**src/rtl/pipe_stage_skid_reg.sv**
```systemverilog
// Generic inter-stage pipeline register with a valid/ready handshake.
// It has a main entry that drives the outputs and a skid entry that holds one
// extra instruction, so in_ready depends only on a register. A synchronous
// FLUSH inserts a bubble, and a saturating counter records back-pressure cycles.
module pipe_stage_skid_reg #(
    parameter int CTRL_W     = 8,
    parameter int DATA_W     = 116,
    parameter int CLEAR_DATA = 1,
    parameter int CNT_W      = 16
) (
    input  logic              CLK,
    input  logic              RST,
    input  logic              FLUSH,
    input  logic              in_valid,
    output logic              in_ready,
    input  logic [CTRL_W-1:0] in_ctrl,
    input  logic [DATA_W-1:0] in_data,
    output logic              out_valid,
    input  logic              out_ready,
    output logic [CTRL_W-1:0] out_ctrl,
    output logic [DATA_W-1:0] out_data,
    input  logic              cnt_clr,
    output logic [CNT_W-1:0]  stall_cnt
);

    localparam logic             CLR_DATA_P = (CLEAR_DATA != 0);
    localparam logic [CNT_W-1:0] CNT_MAX    = {CNT_W{1'b1}};
    localparam logic [CNT_W-1:0] CNT_ONE    = {{(CNT_W-1){1'b0}}, 1'b1};

    // Data value an entry keeps when it becomes empty: zero or the old contents.
    function automatic logic [DATA_W-1:0] drain_data(input logic [DATA_W-1:0] d);
        drain_data = CLR_DATA_P ? {DATA_W{1'b0}} : d;
    endfunction

    logic              main_valid_q, main_valid_d;
    logic [CTRL_W-1:0] main_ctrl_q,  main_ctrl_d;
    logic [DATA_W-1:0] main_data_q,  main_data_d;
    logic              skid_valid_q, skid_valid_d;
    logic [CTRL_W-1:0] skid_ctrl_q,  skid_ctrl_d;
    logic [DATA_W-1:0] skid_data_q,  skid_data_d;
    logic [CNT_W-1:0]  stall_cnt_q,  stall_cnt_d;
    logic              in_fire_s;
    logic              out_fire_s;

    assign in_ready   = ~skid_valid_q;
    assign out_valid  = main_valid_q;
    assign out_ctrl   = main_ctrl_q;
    assign out_data   = main_data_q;
    assign stall_cnt  = stall_cnt_q;
    assign in_fire_s  = in_valid & ~skid_valid_q;
    assign out_fire_s = main_valid_q & out_ready;

    // Next state of the two entries. A flush wins over every transfer in the same cycle.
    always_comb begin
        main_valid_d = main_valid_q;
        main_ctrl_d  = main_ctrl_q;
        main_data_d  = main_data_q;
        skid_valid_d = skid_valid_q;
        skid_ctrl_d  = skid_ctrl_q;
        skid_data_d  = skid_data_q;
        if (FLUSH) begin
            main_valid_d = 1'b0;
            main_ctrl_d  = {CTRL_W{1'b0}};
            main_data_d  = drain_data(main_data_q);
            skid_valid_d = 1'b0;
            skid_ctrl_d  = {CTRL_W{1'b0}};
            skid_data_d  = drain_data(skid_data_q);
        end else begin
            case ({main_valid_q, skid_valid_q})
                2'b00: begin
                    if (in_fire_s) begin
                        main_valid_d = 1'b1;
                        main_ctrl_d  = in_ctrl;
                        main_data_d  = in_data;
                    end else begin
                        main_valid_d = 1'b0;
                    end
                end
                2'b10: begin
                    if (in_fire_s && out_fire_s) begin
                        main_ctrl_d  = in_ctrl;
                        main_data_d  = in_data;
                    end else if (in_fire_s) begin
                        skid_valid_d = 1'b1;
                        skid_ctrl_d  = in_ctrl;
                        skid_data_d  = in_data;
                    end else if (out_fire_s) begin
                        main_valid_d = 1'b0;
                        main_ctrl_d  = {CTRL_W{1'b0}};
                        main_data_d  = drain_data(main_data_q);
                    end else begin
                        main_valid_d = 1'b1;
                    end
                end
                2'b11: begin
                    // The skid entry is older than any new input, so it moves up first.
                    if (out_fire_s) begin
                        main_ctrl_d  = skid_ctrl_q;
                        main_data_d  = skid_data_q;
                        skid_valid_d = 1'b0;
                        skid_ctrl_d  = {CTRL_W{1'b0}};
                        skid_data_d  = {DATA_W{1'b0}};
                    end else begin
                        skid_valid_d = 1'b1;
                    end
                end
                default: begin
                    // A skid entry without a main entry is unreachable. Recover to empty.
                    main_valid_d = 1'b0;
                    main_ctrl_d  = {CTRL_W{1'b0}};
                    main_data_d  = {DATA_W{1'b0}};
                    skid_valid_d = 1'b0;
                    skid_ctrl_d  = {CTRL_W{1'b0}};
                    skid_data_d  = {DATA_W{1'b0}};
                end
            endcase
        end
    end

    // Saturating back-pressure counter. A clear wins over an increment, and FLUSH has no effect.
    always_comb begin
        stall_cnt_d = stall_cnt_q;
        if (cnt_clr) begin
            stall_cnt_d = {CNT_W{1'b0}};
        end else if (main_valid_q && !out_ready && (stall_cnt_q != CNT_MAX)) begin
            stall_cnt_d = stall_cnt_q + CNT_ONE;
        end else begin
            stall_cnt_d = stall_cnt_q;
        end
    end

    // State registers with asynchronous active-low reset.
    always_ff @(posedge CLK or negedge RST) begin
        if (!RST) begin
            main_valid_q <= 1'b0;
            main_ctrl_q  <= {CTRL_W{1'b0}};
            main_data_q  <= {DATA_W{1'b0}};
            skid_valid_q <= 1'b0;
            skid_ctrl_q  <= {CTRL_W{1'b0}};
            skid_data_q  <= {DATA_W{1'b0}};
            stall_cnt_q  <= {CNT_W{1'b0}};
        end else begin
            main_valid_q <= main_valid_d;
            main_ctrl_q  <= main_ctrl_d;
            main_data_q  <= main_data_d;
            skid_valid_q <= skid_valid_d;
            skid_ctrl_q  <= skid_ctrl_d;
            skid_data_q  <= skid_data_d;
            stall_cnt_q  <= stall_cnt_d;
        end
    end

endmodule
```
**config.mk**
```make
export PLATFORM = sky130hd
export DESIGN_NAME = pipe_stage_skid_reg
export DESIGN_NICKNAME = d
export VERILOG_FILES = /design/src/rtl/pipe_stage_skid_reg.sv
export SDC_FILE = /design/constraint.sdc
export NUM_CORES = 1
export LEC_CHECK = 0
export ABC_AREA = 1
export CORE_MARGIN = 1.5
export CORE_UTILIZATION = 30
export DETAILED_ROUTE_END_ITERATION = 8
export PLACE_DENSITY_LB_ADDON = 0.3
export SYNTH_ARGS = -nofsm -noshare
export SYNTH_HDL_FRONTEND = slang
export SYNTH_SLANG_ARGS = --single-unit
```
**constraint.sdc**
```tcl
create_clock -name CLK -period 2 [get_ports CLK]
set_input_delay 0.4 -clock CLK [delete_from_list [all_inputs] [get_ports CLK]]
set_output_delay 0.4 -clock CLK [all_outputs]
set_load 0.1 [all_outputs]
```
==> impl_metrics.py <==
metrics = {
    "clock_tree": {
        "clock_latency_ns": 0.53,
        "post_cts_resized": 0,
        "clockBufferDepth": 3,
        "cts_tree": "built",
        "clk_pin_slew_ns": 0.05,
        "h-tree-depth": 2,
        "cts_root_buf": "clkbuf_16",
        "clkSinkCount": 266,
        "cts_buffers": 34,
    },
    "die": {
        "start_util": 0.305,
        "die_w_um": 205,
        "row_count": 73,
        "die_h_um": 205,
        "core_um2": 39900,
        "pin_count": 272,
        "die-area_um2": 41800,
    },
    "route": {
        "via_per_inst": 5.05,
        "firstDrtPassIters": 5,
        "routedWlPerCell_um": 17.0,
        "drt_iter0_drc": 693,
        "wl_um": 37800,
        "dr_total_vias": 11200,
        "antenna_left": 0,
        "drc": 0,
    },
    "sta": {
        "setup_violations": 0,
        "fin_setup_tns_ns": 0,
        "fmax_mhz": 578,
        "fin_crit_sh": 0.866,
        "skew_ns": 0.0184,
        "rsz0062_at_grt": "false",
        "hold_viol_final": 0,
        "worst_pin_slew_ns": 0.471,
        "fin_ws_ns": 0.268,
        "slew_violations": 0,
        "min_period_ns": 1.73,
        "relSlewSlack": 0.686,
    },
    "synthesis": {
        "yosysWarnings": 0,
        "yosysSeqAreaShare": 0.546,
        "synth-seq-cells": 266,
        "syn-num-nets": 1545,
        "netlist_area_um2": 12200,
        "postSynthAreaPerCell_um2": 8.62,
        "ys_types": 27,
        "syn_inst": 1414,
    },
    "outcome": {
        "status": "finished, final reports clean",
    },
    "critical_path": {
        "cp.required_ns": 2.45,
        "cpPeakStageDelay_ns": 0.44,
        "path_class": "reg -> reg",
        "worstPathCellList": "ha_1 -> nand3_1 -> inv_2 -> nand2_1 -> nor2_1 -> nor2_2 -> buf_4 -> nand4_1 -> nand2_1",
        "startpoint_type": "register",
        "worst_setup_path_end_kind": "register",
        "crit_arrival_ns": 2.18,
        "crit_path_max_fanout": 11,
        "crit_top_cell": "nand2_1",
        "slowest_stage": "dfrtp_2",
    },
    "place": {
        "place_area_um2": 15700,
        "hpwl_um": 25100,
        "routabilityCongestion": 0.853,
        "io_buffers": 271,
        "pre_cts_ws_ns": -0.0983,
    },
    "grt": {
        "overflow": 0,
        "grt_pass1_vias": 11100,
        "grt_max_degree": 63,
        "antenna_found_initial": 0,
        "track_usage": 0.179,
        "grt_pass1_wl_um": 60200,
    },
    "layout": {
        "final_common_cell": "dfrtp_1",
        "syn_to_final_growth_pct": 38.3,
        "finalInstanceArea_um2": 16800,
        "insertedDiodeCount": 0,
        "nFillCells": 3941,
        "final_core_util": 0.422,
        "final_nets": 1808,
        "final_cell_mix": "dfrtp_1 (253), buf_4 (184), nor2_1 (144)",
        "drive_above_1_share": 0.178,
    },
    "power_and_ir_drop": {
        "ir_drop_mv": 0.545,
        "leakagePower_nw": 7.16,
        "powerDensity_nw_per_um2": 1030,
    },
    "job": {
        "max-cap-violations": 0,
    },
    "worst_hold_path": {
        "hold_path_class": "in -> async",
    },
}
-- registers in the layout, indices dropped and copies added, names as in the netlist --
name          flops
out_ctrl          8
out_data        116
skid_data_q     116
skid_ctrl_q       8
out_valid         1
stall_cnt        16
skid_valid_q      1
-- per-layer routing --
| metal | up-vias | GRT usage | routed length, um |
|---|---|---|---|
| met5 | - | 0 | 0 |
| met4 | 0 | 0.0604 | 828 |
| met3 | 48 | 0.0380 | 2490 |
| met2 | 348 | 0.284 | 17700 |
| met1 | 5476 | 0.243 | 16900 |
| li1 | 5375 | - | - |
-- cells by family (layout without fill, tap and decap cells) --
group,count (synthesis),in the layout,share of synthesized area
compound gates,382,382,0.158
xor+xnor,4,4,0.00288
fa+ha+maj,1,1,0.00103
buf+inv,266,553,0.0935
flops,266,266,0.546
simple gates,495,495,0.198
-- power by group --
group | switching, mW | internal (mW)
combinational | 3.75 | 1.25
sequential | 0.268 | 5.85
clock | 2.40 | 3.83
total | 6.42 | 10.9
-- stage by stage --
stage,power [mW],hold slack (ns),std cells
after global routing,18.0,0.423,2226
after CTS,17.6,0.386,2226
final,17.4,0.389,2226
after global placement,11.2,0.360,2165
after floorplan,9.52,0.104,1414
after detailed placement,11.2,0.361,2165
-- cell usage after synthesis, drive strengths merged --
library cell | number | area [um2]
clkbuf | 58 | 218
nand4 | 140 | 876
ha | 1 | 12.5
o21bai | 2 | 15.0
a2111oi | 1 | 8.76
nand3b | 2 | 15.0
buf | 65 | 384
nor2 | 148 | 571
a21oi | 125 | 629
dfrtp | 266 | 6660
nand2 | 67 | 256
inv | 142 | 533
nand3 | 136 | 681
o21ai | 254 | 1270
clkinv | 1 | 3.75
or2 | 2 | 12.5
xor2 | 4 | 35.0
-- worst max-delay path, delay by kind of cell, from the launching register on --
kind,cells,cell delay (ns)
AND/OR/NAND/NOR,6,0.65
buffers and inverters,2,0.30
adder cells (fa/ha/maj),1,0.26
flip-flops,1,0.44
-- area by class of cell --
cell class | count | area, um2 | share of cell area
tap | 525 | 657 | 0.0390
multi-input combinational | 882 | 4420 | 0.262
inverter | 143 | 551 | 0.0327
clock inverter | 11 | 153 | 0.00906
timing repair buffer | 350 | 3410 | 0.202
sequential | 266 | 6670 | 0.396
clock buffer | 49 | 987 | 0.0586
-- timing repair --
action                    CTS  global route
setup buffers               0             0
hold buffers                1             0
hold endpoints to repair   37             0
-- worst paths after layout --
check	from	endpoint	slack, ns	depth (start not counted)
max	stall_cnt[0]	stall_cnt[9]	0.27	9
min	RST	out_data[18]	0.39	2
min in group CLK	in_data[68]	skid_data_q[68]	0.47	3
min reg2reg	skid_data_q[73]	skid_data_q[73]	0.51	2
max reg2reg	stall_cnt[0]	stall_cnt[9]	0.27	9
max in group asynchronous	RST	out_data[46]	0.90	3
Note: power is estimated with default switching activity, not from simulation.
